[src/rtl/div_pkg.sv]
// Shared divide-count definitions: default width, run state and stop code.
// Used by the divide-ratio decoder and by every divide-count consumer.
package div_pkg;

    localparam int DIV_WIDTH = 32;

    localparam int unsigned DIV_STOP = 0;

    typedef enum logic {
        IDLE = 1'b0,
        RUN  = 1'b1
    } state_t;

endpackage

[src/rtl/div_halfcnt.sv]
// Loadable half-period counter: counts 0..div_act-1 while run is high.
// Ports: clk, rst_n, run, clr, div_act in; bnd (last cycle of a half) out.
module div_halfcnt #(
    parameter int WIDTH = 32
) (
    input  logic             clk,
    input  logic             rst_n,
    input  logic             run,
    input  logic             clr,
    input  logic [WIDTH-1:0] div_act,
    output logic             bnd
);

    logic [WIDTH-1:0] cnt;

    // div_act is never 0 while run is high, so div_act-1 cannot wrap.
    assign bnd = run && (cnt == div_act - WIDTH'(1));

    always_ff @(posedge clk or negedge rst_n) begin
        if (!rst_n) begin
            cnt <= '0;
        end else if (clr || !run || bnd) begin
            cnt <= '0;
        end else begin
            cnt <= cnt + WIDTH'(1);
        end
    end

endmodule

[src/rtl/div_clkgen.sv]
// 50%-duty divided clock and tick generator; count changes only at edges.
// Ports: clk, rst_n, En, Div in; Clk_out, Tick, Upd, Div_act out (registered).
module div_clkgen
    import div_pkg::*;
#(
    parameter int WIDTH = DIV_WIDTH
) (
    input  logic             clk,
    input  logic             rst_n,
    input  logic             En,
    input  logic [WIDTH-1:0] Div,
    output logic             Clk_out,
    output logic             Tick,
    output logic             Upd,
    output logic [WIDTH-1:0] Div_act
);

    state_t           state_q;
    state_t           state_d;
    logic             clk_d;
    logic             tick_d;
    logic             upd_d;
    logic [WIDTH-1:0] act_d;
    logic             go;
    logic             run;
    logic             start;
    logic             bnd;

    assign go    = En && (Div != WIDTH'(DIV_STOP));
    assign run   = (state_q == RUN);
    assign start = (state_q == IDLE) && go;

    div_halfcnt #(
        .WIDTH(WIDTH)
    ) u_halfcnt (
        .clk    (clk),
        .rst_n  (rst_n),
        .run    (run),
        .clr    (start),
        .div_act(Div_act),
        .bnd    (bnd)
    );

    always_comb begin
        state_d = state_q;
        clk_d   = Clk_out;
        tick_d  = 1'b0;
        upd_d   = 1'b0;
        act_d   = Div_act;
        unique case (state_q)
            IDLE: begin
                clk_d = 1'b0;
                if (go) begin
                    act_d   = Div;
                    upd_d   = 1'b1;
                    state_d = RUN;
                end
            end
            RUN: begin
                if (bnd) begin
                    if (!go) begin
                        // A low half that ends on stop simply stays low.
                        clk_d   = 1'b0;
                        state_d = IDLE;
                    end else begin
                        clk_d  = ~Clk_out;
                        tick_d = ~Clk_out;
                        if (Div != Div_act) begin
                            act_d = Div;
                            upd_d = 1'b1;
                        end
                    end
                end
            end
        endcase
    end

    always_ff @(posedge clk or negedge rst_n) begin
        if (!rst_n) begin
            state_q <= IDLE;
            Clk_out <= 1'b0;
            Tick    <= 1'b0;
            Upd     <= 1'b0;
            Div_act <= '0;
        end else begin
            state_q <= state_d;
            Clk_out <= clk_d;
            Tick    <= tick_d;
            Upd     <= upd_d;
            Div_act <= act_d;
        end
    end

endmodule

[config.mk]
export PLATFORM = sky130hd
export DESIGN_NAME = div_clkgen
export DESIGN_NICKNAME = d
export VERILOG_FILES = /design/src/rtl/div_pkg.sv /design/src/rtl/div_halfcnt.sv /design/src/rtl/div_clkgen.sv
export SDC_FILE = /design/constraint.sdc
export NUM_CORES = 1
export LEC_CHECK = 0
export CAP_MARGIN = 5
export CELL_PAD_IN_SITES_DETAIL_PLACEMENT = 0
export CELL_PAD_IN_SITES_GLOBAL_PLACEMENT = 1
export CORE_UTILIZATION = 38
export DETAILED_ROUTE_END_ITERATION = 7
export PLACE_DENSITY_LB_ADDON = 0.1
export SLEW_MARGIN = 10
export SYNTH_ARGS = -nofsm -noshare
export SYNTH_HDL_FRONTEND = slang
export SYNTH_SLANG_ARGS = --single-unit
[constraint.sdc]
create_clock -name clk -period 3.53 [get_ports clk]
set_input_delay 0.353 -clock clk [delete_from_list [all_inputs] [get_ports clk]]
set_output_delay 0.353 -clock clk [all_outputs]
set_load 0.1 [all_outputs]
==> metrics.yaml <==
outcome:
  outcome: "finished clean"
routing:
  firstDrtPassIters: 5
  drc: 0
  wl_per_cell_um: 20.5
  vias_per_cell: 6.10
  dr_total_vias: 5516
  antenna_left: 0
  drt_wl_total_mm: 18.5
  dr.first_iter.drc_count: 426
setup_path:
  r2r-start: "Div_act[21]$_DFFE_PN0P_"
  worst_setup_path_end_kind: "flip-flop"
  worstSetupStartpointType: "flip-flop"
  cp_top_family: "simple AND/OR/NAND/NOR gates"
  crit_chain: "or4_1, or3_1, or3_1, o311ai_1, o22ai_1, or4_4, nor2_4, buf_12, o311ai_1"
  critical_path_required_ns: 3.72
  reg2reg_slack_ns: 0.10
  critical_path_arrival_ns: 3.62
  path_buf_inv: 1
  cp_slowest_cell: "or4_1"
  reg2regPathDepth: 9
  critPathKind: "flip-flop to flip-flop"
  cp_max_fo: 33
  cpPeakStageDelay_ns: 0.59
  r2r_end: "Div_act[1]$_DFFE_PN0P_"
final_layout:
  drive_above_1_share_pct: 13.1
  layout.nets: 756
  antenna_cells: 0
  synthToLayoutAreaGrowth_pct: 26.1
place:
  hpwlAfterDp_mm: 12.9
  gp_congestion: 0.927
  io_buffers: 69
cts:
  ctsHoldBuffers: 0
  clock_sinks: 68
  clock_path_buffers: 2
  htreeDepth: 3
  insertion_delay_ns: 0.35
  cts_inserted_buffers: 9
  clockRootBuffer: "clkbuf_16"
  cts-resized-gates: 0
  cts_tree: "built"
  path_clk_slew_ns: 0.06
  post_cts_buffers: 0
global_route:
  grtUsageMet2_pct: 40.5
  grt_start_max_net_pins: 69
  grt_busiest_layer: "met2"
  grt_pass1_wl_mm: 29.1
  antenna_found_initial: 0
  grt_pass1_vias: 5055
  grt_use_met1_pct: 37.1
  grtUsageMet3_pct: 3.48
  grt_overflow: 0
  gr-usage-all-layers_pct: 26.2
synthesis:
  ys_seq_area_share_pct: 31.6
  synth_seq_cells: 68
  syn_nets: 694
  yosysMostFrequentCell: "dfrtp_1"
  mappedNetlistArea_mm2: 0.00539
  async_flop_share_pct: 100
  synth-edff-count: 0
  syn-instance-count: 657
  yosys-top-cells-area: "dfrtp_1 (32%), xor2_1 (9.1%), xnor2_1 (6.8%)"
  synth_commonest_cells: "dfrtp_1 (68), xor2_1 (56), clkbuf_1 (53), nand2_1 (50), nand4_1 (48)"
  synth_cell_types: 56
  yosysTopAreaCell: "dfrtp_1"
  synth_top_flop_cell: "dfrtp_1"
  yosysTopAreaCellShare_pct: 31.6
  yosysWarnings: 0
  postSynthAreaPerCell_um2: 8.20
timing:
  maxSlewViolCount: 0
  hold_slack_ns: 0.219
  timing.slew.headroom_pct: 32.9
  tightest_slew_ns: 1.00
  final-hold-violation-count: 0
  final.setup.tns_ns: 0
  max_clock_freq_ghz: 0.292
  skew_ns: 0.0120
  period_share_pct: 97.1
  finalSetupViolCount: 0
  rsz0062_at_grt: "no"
  min_period_ns: 3.43
die:
  start_util_pct: 38.8
  die_area_mm2: 0.0147
  io_pins: 70
  die_y_um: 121
  core_area_mm2: 0.0139
  dieWidth_um: 121
  num_rows: 43
pwr:
  p_leak_nw: 2.44
  p_per_area_mw_per_mm2: 282
  ir_drop_mv: 0.238
job:
  maxCapViolCount: 0
min_path:
  min_path_type: "primary input to asynchronous set/reset pin"
## metrics by stage
step	utilization (%)	power [mW]	worst slack (ns)	instance area (µm²)	std cells
finish	49.0	1.92	0.103	6800	904
global route	49.0	1.97	0.0267	6800	904
CTS	48.9	1.93	0.142	6790	904
detailed placement	46.6	0.934	0.158	6470	888
global placement	46.6	0.933	0.177	6470	888
floorplan	-	0.843	0.00628	5440	657
## layout by cell type (no fill, tap or decap), types with 5 or more instances in the layout
| cell | Yosys | final |
|---|---|---|
| dfrtp_1 | 68 | 54 |
| nor3_1 | 44 | 43 |
| o21ai_0 | 7 | 7 |
| nand3_1 | 21 | 21 |
| xor2_1 | 56 | 56 |
| nand2_1 | 50 | 50 |
| nand4_1 | 48 | 48 |
| or3_1 | 7 | 7 |
| clkdlybuf4s50_1 | 0 | 68 |
| clkbuf_16 | 0 | 9 |
| nor4_1 | 28 | 28 |
| xnor2_1 | 42 | 42 |
| nand3b_1 | 6 | 6 |
| dfrtp_2 | 0 | 11 |
| and3_1 | 12 | 12 |
| o211ai_1 | 32 | 32 |
| a31oi_1 | 36 | 36 |
| o311ai_1 | 5 | 5 |
| inv_1 | 8 | 7 |
| or4_1 | 8 | 8 |
| nor2b_1 | 33 | 33 |
| nor2_1 | 27 | 27 |
| buf_4 | 6 | 44 |
## metal layers
metal | part of all wire (%) | wire length, µm | vias up
li1 | - | - | 2560
met1 | 47 | 8740 | 2707
met2 | 45 | 8330 | 219
met3 | 5.6 | 1040 | 30
met4 | 2.2 | 398 | 0
met5 | 0 | 0 | -
## worst max-delay path by stage
| stage | depth (start not counted) | from | endpoint |
|---|---|---|---|
| 6_report | 9 | Div_act[21]$_DFFE_PN0P_ | Div_act[1]$_DFFE_PN0P_ |
| 5_1_grt | 9 | Div_act[21]$_DFFE_PN0P_ | Div_act[3]$_DFFE_PN0P_ |
| 4_1_cts | 9 | Div_act[21]$_DFFE_PN0P_ | Div_act[0]$_DFFE_PN0P_ |
| 3_5_place_dp | 11 | Div_act[1]$_DFFE_PN0P_ | Tick$_DFF_PN0_ |
| 3_3_place_gp | 11 | Div_act[1]$_DFFE_PN0P_ | Tick$_DFF_PN0_ |
| 2_1_floorplan | 13 | Div_act[0]$_DFFE_PN0P_ | Div_act[13]$_DFFE_PN0P_ |
## layout make-up
| class | instances | area (µm²) |
|---|---|---|
| Timing Repair Buffer | 116 | 1080 |
| Fill cell | 1305 | 7080 |
| Inverter | 8 | 30.0 |
| Sequential cell | 68 | 1730 |
| Clock inverter | 5 | 75.1 |
| Multi-Input combinational cell | 516 | 3420 |
| Clock buffer | 11 | 243 |
| Tap cell | 180 | 225 |
## logic make-up after synthesis
kind of cell	count (synthesis)	synth area share (%)
AOI/OAI and AO/OA	102	13.3
buffers and inverters	73	5.62
adders and majority gates	2	0.464
muxes	4	0.789
xor gates and xnor gates	98	15.9
DFF	68	31.6
and+or+nand+nor	310	32.3
## sequential cells by signal, indices dropped and copies added, names as in the netlist
register       cells
u_halfcnt.cnt     32
Upd                1
run                1
Div_act           32
Tick               1
Clk_out            1
## worst reg2reg max path: stages (launching register included)
cell and delay, ns:
dfrtp_4 0.47, or4_1 0.59, or3_1 0.40, or3_1 0.36, o311ai_1 0.29, o22ai_1 0.18
or4_4 0.46, nor2_4 0.19, buf_12 0.23, o311ai_1 0.12
## where the power goes
group / internal, mW / switching (mW) / total, mW
Combinational: 0.0585 / 0.0833 / 0.142
Sequential: 0.780 / 0 / 0.780
Clock: 0.634 / 0.359 / 0.994
Note: power is estimated with default switching activity, not from simulation.
